$ cat src/rtl/instr_decode.sv
// Instruction decoder for a small MAC sequencer.
// Decodes one 24-bit program word per cycle into a combinational loop
// request for the sequencer and registered datapath controls.
// A two-state machine (RUN/HALT) gates all activity. HALT is left only
// through reset.
module instr_decode (
  input  logic        clk,
  input  logic        reset_n,
  input  logic [23:0] instr,
  output logic        loop_we,
  output logic [7:0]  loop_iter,
  output logic [7:0]  loop_size,
  output logic        mac_en,
  output logic        acc_clr,
  output logic [7:0]  coef_addr,
  output logic [7:0]  data_addr,
  output logic        out_we,
  output logic        halted,
  output logic        illegal
);

  localparam logic [3:0] OP_NOP   = 4'h0;
  localparam logic [3:0] OP_LOOP  = 4'h1;
  localparam logic [3:0] OP_CLR   = 4'h2;
  localparam logic [3:0] OP_MAC   = 4'h3;
  localparam logic [3:0] OP_STORE = 4'h4;
  localparam logic [3:0] OP_PTR   = 4'h5;
  localparam logic [3:0] OP_HALT  = 4'hF;

  typedef enum logic {
    ST_RUN  = 1'b0,
    ST_HALT = 1'b1
  } state_t;

  state_t     state_q, state_d;
  logic [3:0] opcode;
  logic [7:0] coef_ptr_q, data_ptr_q;
  logic [7:0] coef_ptr_d, data_ptr_d;
  logic [7:0] coef_addr_d, data_addr_d;
  logic       mac_en_d, acc_clr_d, out_we_d, illegal_d;

  assign opcode = instr[23:20];

  // Loop-register write goes straight to the sequencer in the same cycle.
  // It is gated by reset_n so nothing is written while reset is held.
  assign loop_we   = reset_n && (state_q == ST_RUN) && (opcode == OP_LOOP);
  assign loop_iter = instr[15:8];
  assign loop_size = instr[7:0];
  assign halted    = (state_q == ST_HALT);

  // Next-state and next-control decode for the current instruction word.
  always_comb begin
    // NOTE: every output of this block gets a default first, so no path leaves
    // a signal unassigned and no latch can be inferred.
    state_d     = state_q;
    mac_en_d    = 1'b0;
    acc_clr_d   = 1'b0;
    out_we_d    = 1'b0;
    illegal_d   = illegal;
    coef_addr_d = coef_addr;
    data_addr_d = data_addr;
    coef_ptr_d  = coef_ptr_q;
    data_ptr_d  = data_ptr_q;

    if (state_q == ST_RUN) begin
      case (opcode)
        OP_NOP, OP_LOOP: ;
        OP_CLR:   acc_clr_d = 1'b1;
        OP_STORE: out_we_d  = 1'b1;
        OP_MAC: begin
          mac_en_d = 1'b1;
          if (instr[17]) begin
            // Pointer mode: issue the current pointers, then optionally
            // post-increment them. The 8-bit add wraps 0xFF to 0x00.
            coef_addr_d = coef_ptr_q;
            data_addr_d = data_ptr_q;
            if (instr[16]) begin
              coef_ptr_d = coef_ptr_q + 8'd1;
              data_ptr_d = data_ptr_q + 8'd1;
            end
          end else begin
            coef_addr_d = instr[15:8];
            data_addr_d = instr[7:0];
          end
        end
        OP_PTR: begin
          coef_ptr_d = instr[15:8];
          data_ptr_d = instr[7:0];
        end
        OP_HALT:  state_d   = ST_HALT;
        default:  illegal_d = 1'b1;
      endcase
    end
  end

  // State register and registered controls, cleared asynchronously.
  always_ff @(posedge clk or negedge reset_n) begin
    if (!reset_n) begin
      state_q    <= ST_RUN;
      mac_en     <= 1'b0;
      acc_clr    <= 1'b0;
      out_we     <= 1'b0;
      illegal    <= 1'b0;
      coef_addr  <= 8'h00;
      data_addr  <= 8'h00;
      coef_ptr_q <= 8'h00;
      data_ptr_q <= 8'h00;
    end else begin
      // NOTE: non-blocking assignments here, so every register samples the
      // pre-edge values computed by the decode block.
      state_q    <= state_d;
      mac_en     <= mac_en_d;
      acc_clr    <= acc_clr_d;
      out_we     <= out_we_d;
      illegal    <= illegal_d;
      coef_addr  <= coef_addr_d;
      data_addr  <= data_addr_d;
      coef_ptr_q <= coef_ptr_d;
      data_ptr_q <= data_ptr_d;
    end
  end

endmodule

$ cat config.mk
export PLATFORM = sky130hd
export DESIGN_NAME = instr_decode
export DESIGN_NICKNAME = d
export VERILOG_FILES = /design/src/rtl/instr_decode.sv
export SDC_FILE = /design/constraint.sdc
export NUM_CORES = 1
export LEC_CHECK = 0
export CORE_MARGIN = 10
export CORE_UTILIZATION = 50
export DETAILED_ROUTE_END_ITERATION = 6
export PLACE_DENSITY = 0.85
export SLEW_MARGIN = 10
export SYNTH_ARGS = -nofsm -noshare
export SYNTH_HDL_FRONTEND = slang
export SYNTH_SLANG_ARGS = --single-unit
$ cat constraint.sdc
create_clock -name clk -period 4.64 [get_ports clk]
set_clock_uncertainty 0.2 [all_clocks]
set_input_delay 0.928 -clock clk [delete_from_list [all_inputs] [get_ports clk]]
set_output_delay 0.928 -clock clk [all_outputs]
set_load 0.005 [all_outputs]
-- After elaboration in Yosys (flattened, before gate mapping)
Index checks and enable logic that the tools add are counted.
- logic and storage cells: 45
- bits in registers: 37
- output and inout bits: 38
- reduce and logical (&&, ||, !) cells: 8
- eq/ne operators: 8
- bitwise operators: 2
- add/subtract/negate cells: 2
- muxes and demuxes: 16
- operators with widths (cell ; number):
    2-to-1 mux 8 bit ; 6
    one-hot mux 8 bit (2 select lines) ; 2
    adder 8 x 1 -> 8 bit (second input constant) ; 2
    equality test 4 x 2 -> 1 bit (second input constant) ; 2
    equality test 4 x 3 -> 1 bit (second input constant) ; 2
    2-to-1 mux 1 bit ; 8
    OR reduction 7 bit ; 1
    equality test 4 x 1 -> 1 bit (second input constant) ; 1
    equality test 4 bit (second input constant) ; 1
    zero test 4 bit ; 1
    != test 2 bit (second input constant) ; 2
    AND reduction 2 bit ; 2
    AND reduction 4 bit ; 1
    logical AND 1 bit ; 2
    inverter 1 bit ; 2
    nonzero test 2 bit ; 1

-- Logic depth before layout (Yosys ltp)
- depth in word-level cells: 4
- mapped depth: 6
- depth with buffers taken out: 5

-- Least setup slack after synthesis
Ideal clock, no wire load.
- kind: in2out
- start: input instr[23]
- end: output loop_we
- path buffers: 0
- stages: 3
- path slack: 2026 ps
- data arrival time: 1486 ps
- required time: 3512 ps
- cell sequence: nor2_2 > nand2_1 > nor4b_1
- longest elaborated chain between the ends: 2
- RTL lines (element ; RTL line ; source):
    start: declaration ; 9 ; input logic [23:0] instr,
    equality test 4 x 1 -> 1 bit ; 46 ; assign loop_we = reset_n && (state_q == ST_RUN) && (opcode == OP_LOOP);
    logical AND 1 bit ; 46 ;
    end: declaration ; 10 ; output logic loop_we,
Every way passes these cells.

-- Final worst setup path
Same ends and word-level chain as after synthesis.

==> run metrics <==
worst r2r src=halted; CP max stage delay=570 ps; Internal=0.000626 W; core area=4000 um2; worst endpoint required time=3510 ps; sequential fraction of the synthesis area=0.447; Clock Sinks=37; met3 Use GR=0.0415; Yosys warnings=0; relative slew slack=0.443; Final ANT Viol Nets=0; Crit. Startpoint=instr[23]; VDD IR max=0.000182 V; clock buffer depth=2; Post-synth EDFFs=0; worst path cell trace=clkdlybuf4s50_1, nor2_2, nand2_1, nor4b_1, clkdlybuf4s50_1; DRC errors left=0; Die Y=84.4 um; Synth Flop Type=dfrtp_1; MaxCap Viol Count=0; Post-Synthesis Cells=217; drt pass-1 iters=4; type of origin of the critical path=input pin; CTS tree=yes; setup TNS=0 ps; met1 Usage GRT=0.199; met2 usage=0.223; first-pass GRT wire length=8.81 mm; Register Area=926 um2; hpwl dp=3.96 mm; TritonCTS Buffers=5; Chip Width=84.4 um; Clk Latency, worst-skew pair=290 ps; gpl congestion=0.863; outcome=completed; GR Overflow Total=0; asr flop ratio synth=1.00; Clock Power Share=0.245; Clk pin slew, worst setup/hold paths=70 ps; Final Hold Violating Endpoints=0; Syn Std Cell Area=2070 um2; detailed router's first-iteration violation count=133; gr busiest metal=met2; Final Setup Violations=0; wire per inst=17.2 um; postcts setup bufs=0; Max Fclk=263 MHz; sw frac=0.304; critical path's most frequent cell=clkdlybuf4s50_1; critical path's slowest cell=clkdlybuf4s50_1; capturing point of the worst reg2reg path=data_ptr_q[2]; min-delay worst type=reg2reg; Post-Route WL=5.29 mm; post-synth cell types=34; CP max FO=6; kind of critical path=in2out; final hold slack=284 ps; Max Slew Vio Count=0; combinational fraction of design power=0.269; Vias/cell=5.78; synthesis-to-layout area growth=28.4%; largest net degree at the start of global routing=38; R2R cell count=3; LEAKAGE=1.10 nW; Layout Nets=284; Critical Path Sink=loop_we; RSZ-0062 raised after global routing=no; Resize count post-CTS=0; number of global-route vias before repair=1700; multi-input logic area=943 um2; slack of the worst reg-to-reg path=2690 ps; post-synthesis register bit count=37; # port buffers=61; initial antenna violation count=0; Slew @ Worst Pin=831 ps; CTS HTree Levels=2; total global routing track utilization=0.149; Synth Net Count=245; layout cell share with drive strength beyond 1=0.0700; min cycle time layout=3800 ps; crit share post-route=0.819; Post-CTS Hold Buffers=0; min-delay src=data_addr[5]; n_diodes=0; # fillers=325; Switch Pwr=0.000273 W; # IOs=64; arrival time worst endpoint=2670 ps; Avg Cell Area, Syn=9.55 um2; cell area power density=338 nW/um2; root buffer cell=clkbuf_8; standard-cell rows=23; crit end category=output port; die area=7120 um2; sequential share of power=0.485; initial core utilization=0.518; via count=1775
## worst max-delay path, delay by kind of cell
| kind | cells | cell delay [ps] |
|---|---|---|
| buffers and inverters | 2 | 1070 |
| and+or+nand+nor | 3 | 670 |
## power groups by stage
stage	clock network [W]	logic, W	registers (W)
floorplan	0	0.000118	0.000433
global placement	0	0.000237	0.000438
detailed placement	0	0.000246	0.000442
CTS	0.000225	0.000247	0.000436
global route	0.000238	0.000270	0.000447
finish	0.000220	0.000242	0.000436
## per-stage QoR
stage          setup slack (ps)  instances  total power (W)  area (um2)  utilization
3_3_place_gp                888        299         0.000675        2570        0.644
4_1_cts                     882        307         0.000908        2660        0.665
5_1_grt                     710        307         0.000956        2660        0.665
6_report                    839        307         0.000898        2660        0.665
2_1_floorplan              2030        217         0.000551        2070            -
3_5_place_dp                867        299         0.000688        2570        0.644
## logic make-up (layout without fill, tap and decap cells)
kind of cell    after synthesis  count (layout)  synth area share
compound gates               65              65             0.212
simple gates                 60              60             0.144
buf+inv                      35              75            0.0984
fa+ha+maj                     2               2            0.0121
flops                        37              37             0.447
mux                          18              18            0.0869
## cells in the mapped netlist, types with 3 or more instances
master	instances	area (um2)
a21oi_1	3	15.0
a2bb2oi_1	10	87.6
a31oi_1	4	25.0
and3_1	4	25.0
buf_2	7	35.0
buf_4	17	128
clkbuf_1	9	33.8
dfrtp_1	37	926
mux2i_1	18	180
nand2_1	23	86.3
nand3_1	4	20.0
nor2_1	11	41.3
nor3_1	6	30.0
o21ai_0	13	65.1
o21ai_1	15	75.1
o22ai_1	4	25.0
o31ai_1	6	45.0
## worst min path at each step
stage / end / slack (ps) / cells after the start
final: data_addr[5] / 280 / 2
after global routing: illegal / 310 / 1
after CTS: data_addr[3] / 290 / 2
after detailed placement: data_addr[3] / 270 / 2
after global placement: data_addr[1] / 260 / 2
after floorplan: illegal / 270 / 1
## placed cells by master (no fill, tap or decap), types with 2 or more instances in the layout
cell,instances
and2_1,2
clkinv_2,2
a2bb2oi_1,10
o21ai_0,13
buf_4,4
a21oi_1,3
a31oi_1,4
nand3_1,4
nor2_1,11
o21ai_1,15
o31ai_2,2
a41o_1,2
o31ai_1,6
nand4_1,2
dfrtp_1,37
clkdlybuf4s50_1,60
nor3_1,6
nand2_1,23
o22ai_1,4
a211oi_1,2
and4_1,2
ha_1,2
mux2i_1,18
a32oi_1,2
clkbuf_8,5
inv_1,2
and3_1,4
## state kept, by name (all words and copies together) (netlist names)
| signal | count |
|---|---|
| coef_ptr_q | 8 |
| mac_en | 1 |
| acc_clr | 1 |
| illegal | 1 |
| coef_addr | 8 |
| data_addr | 8 |
| data_ptr_q | 8 |
| halted | 1 |
| out_we | 1 |
## area by class of cell
type	instances	area share
Clock inverter	3	0.00658
Sequential cell	37	0.348
Clock buffer	5	0.0259
Multi-Input combinational cell	145	0.354
Timing Repair Buffer	65	0.239
Tap cell	50	0.0235
Inverter	2	0.00282
## metal layers
metal	part of all wire	wire length [um]
met1	0.43	2250
met2	0.48	2530
met3	0.080	425
met4	0.014	76
met5	0	0
Note: power is estimated with default switching activity, not from simulation.
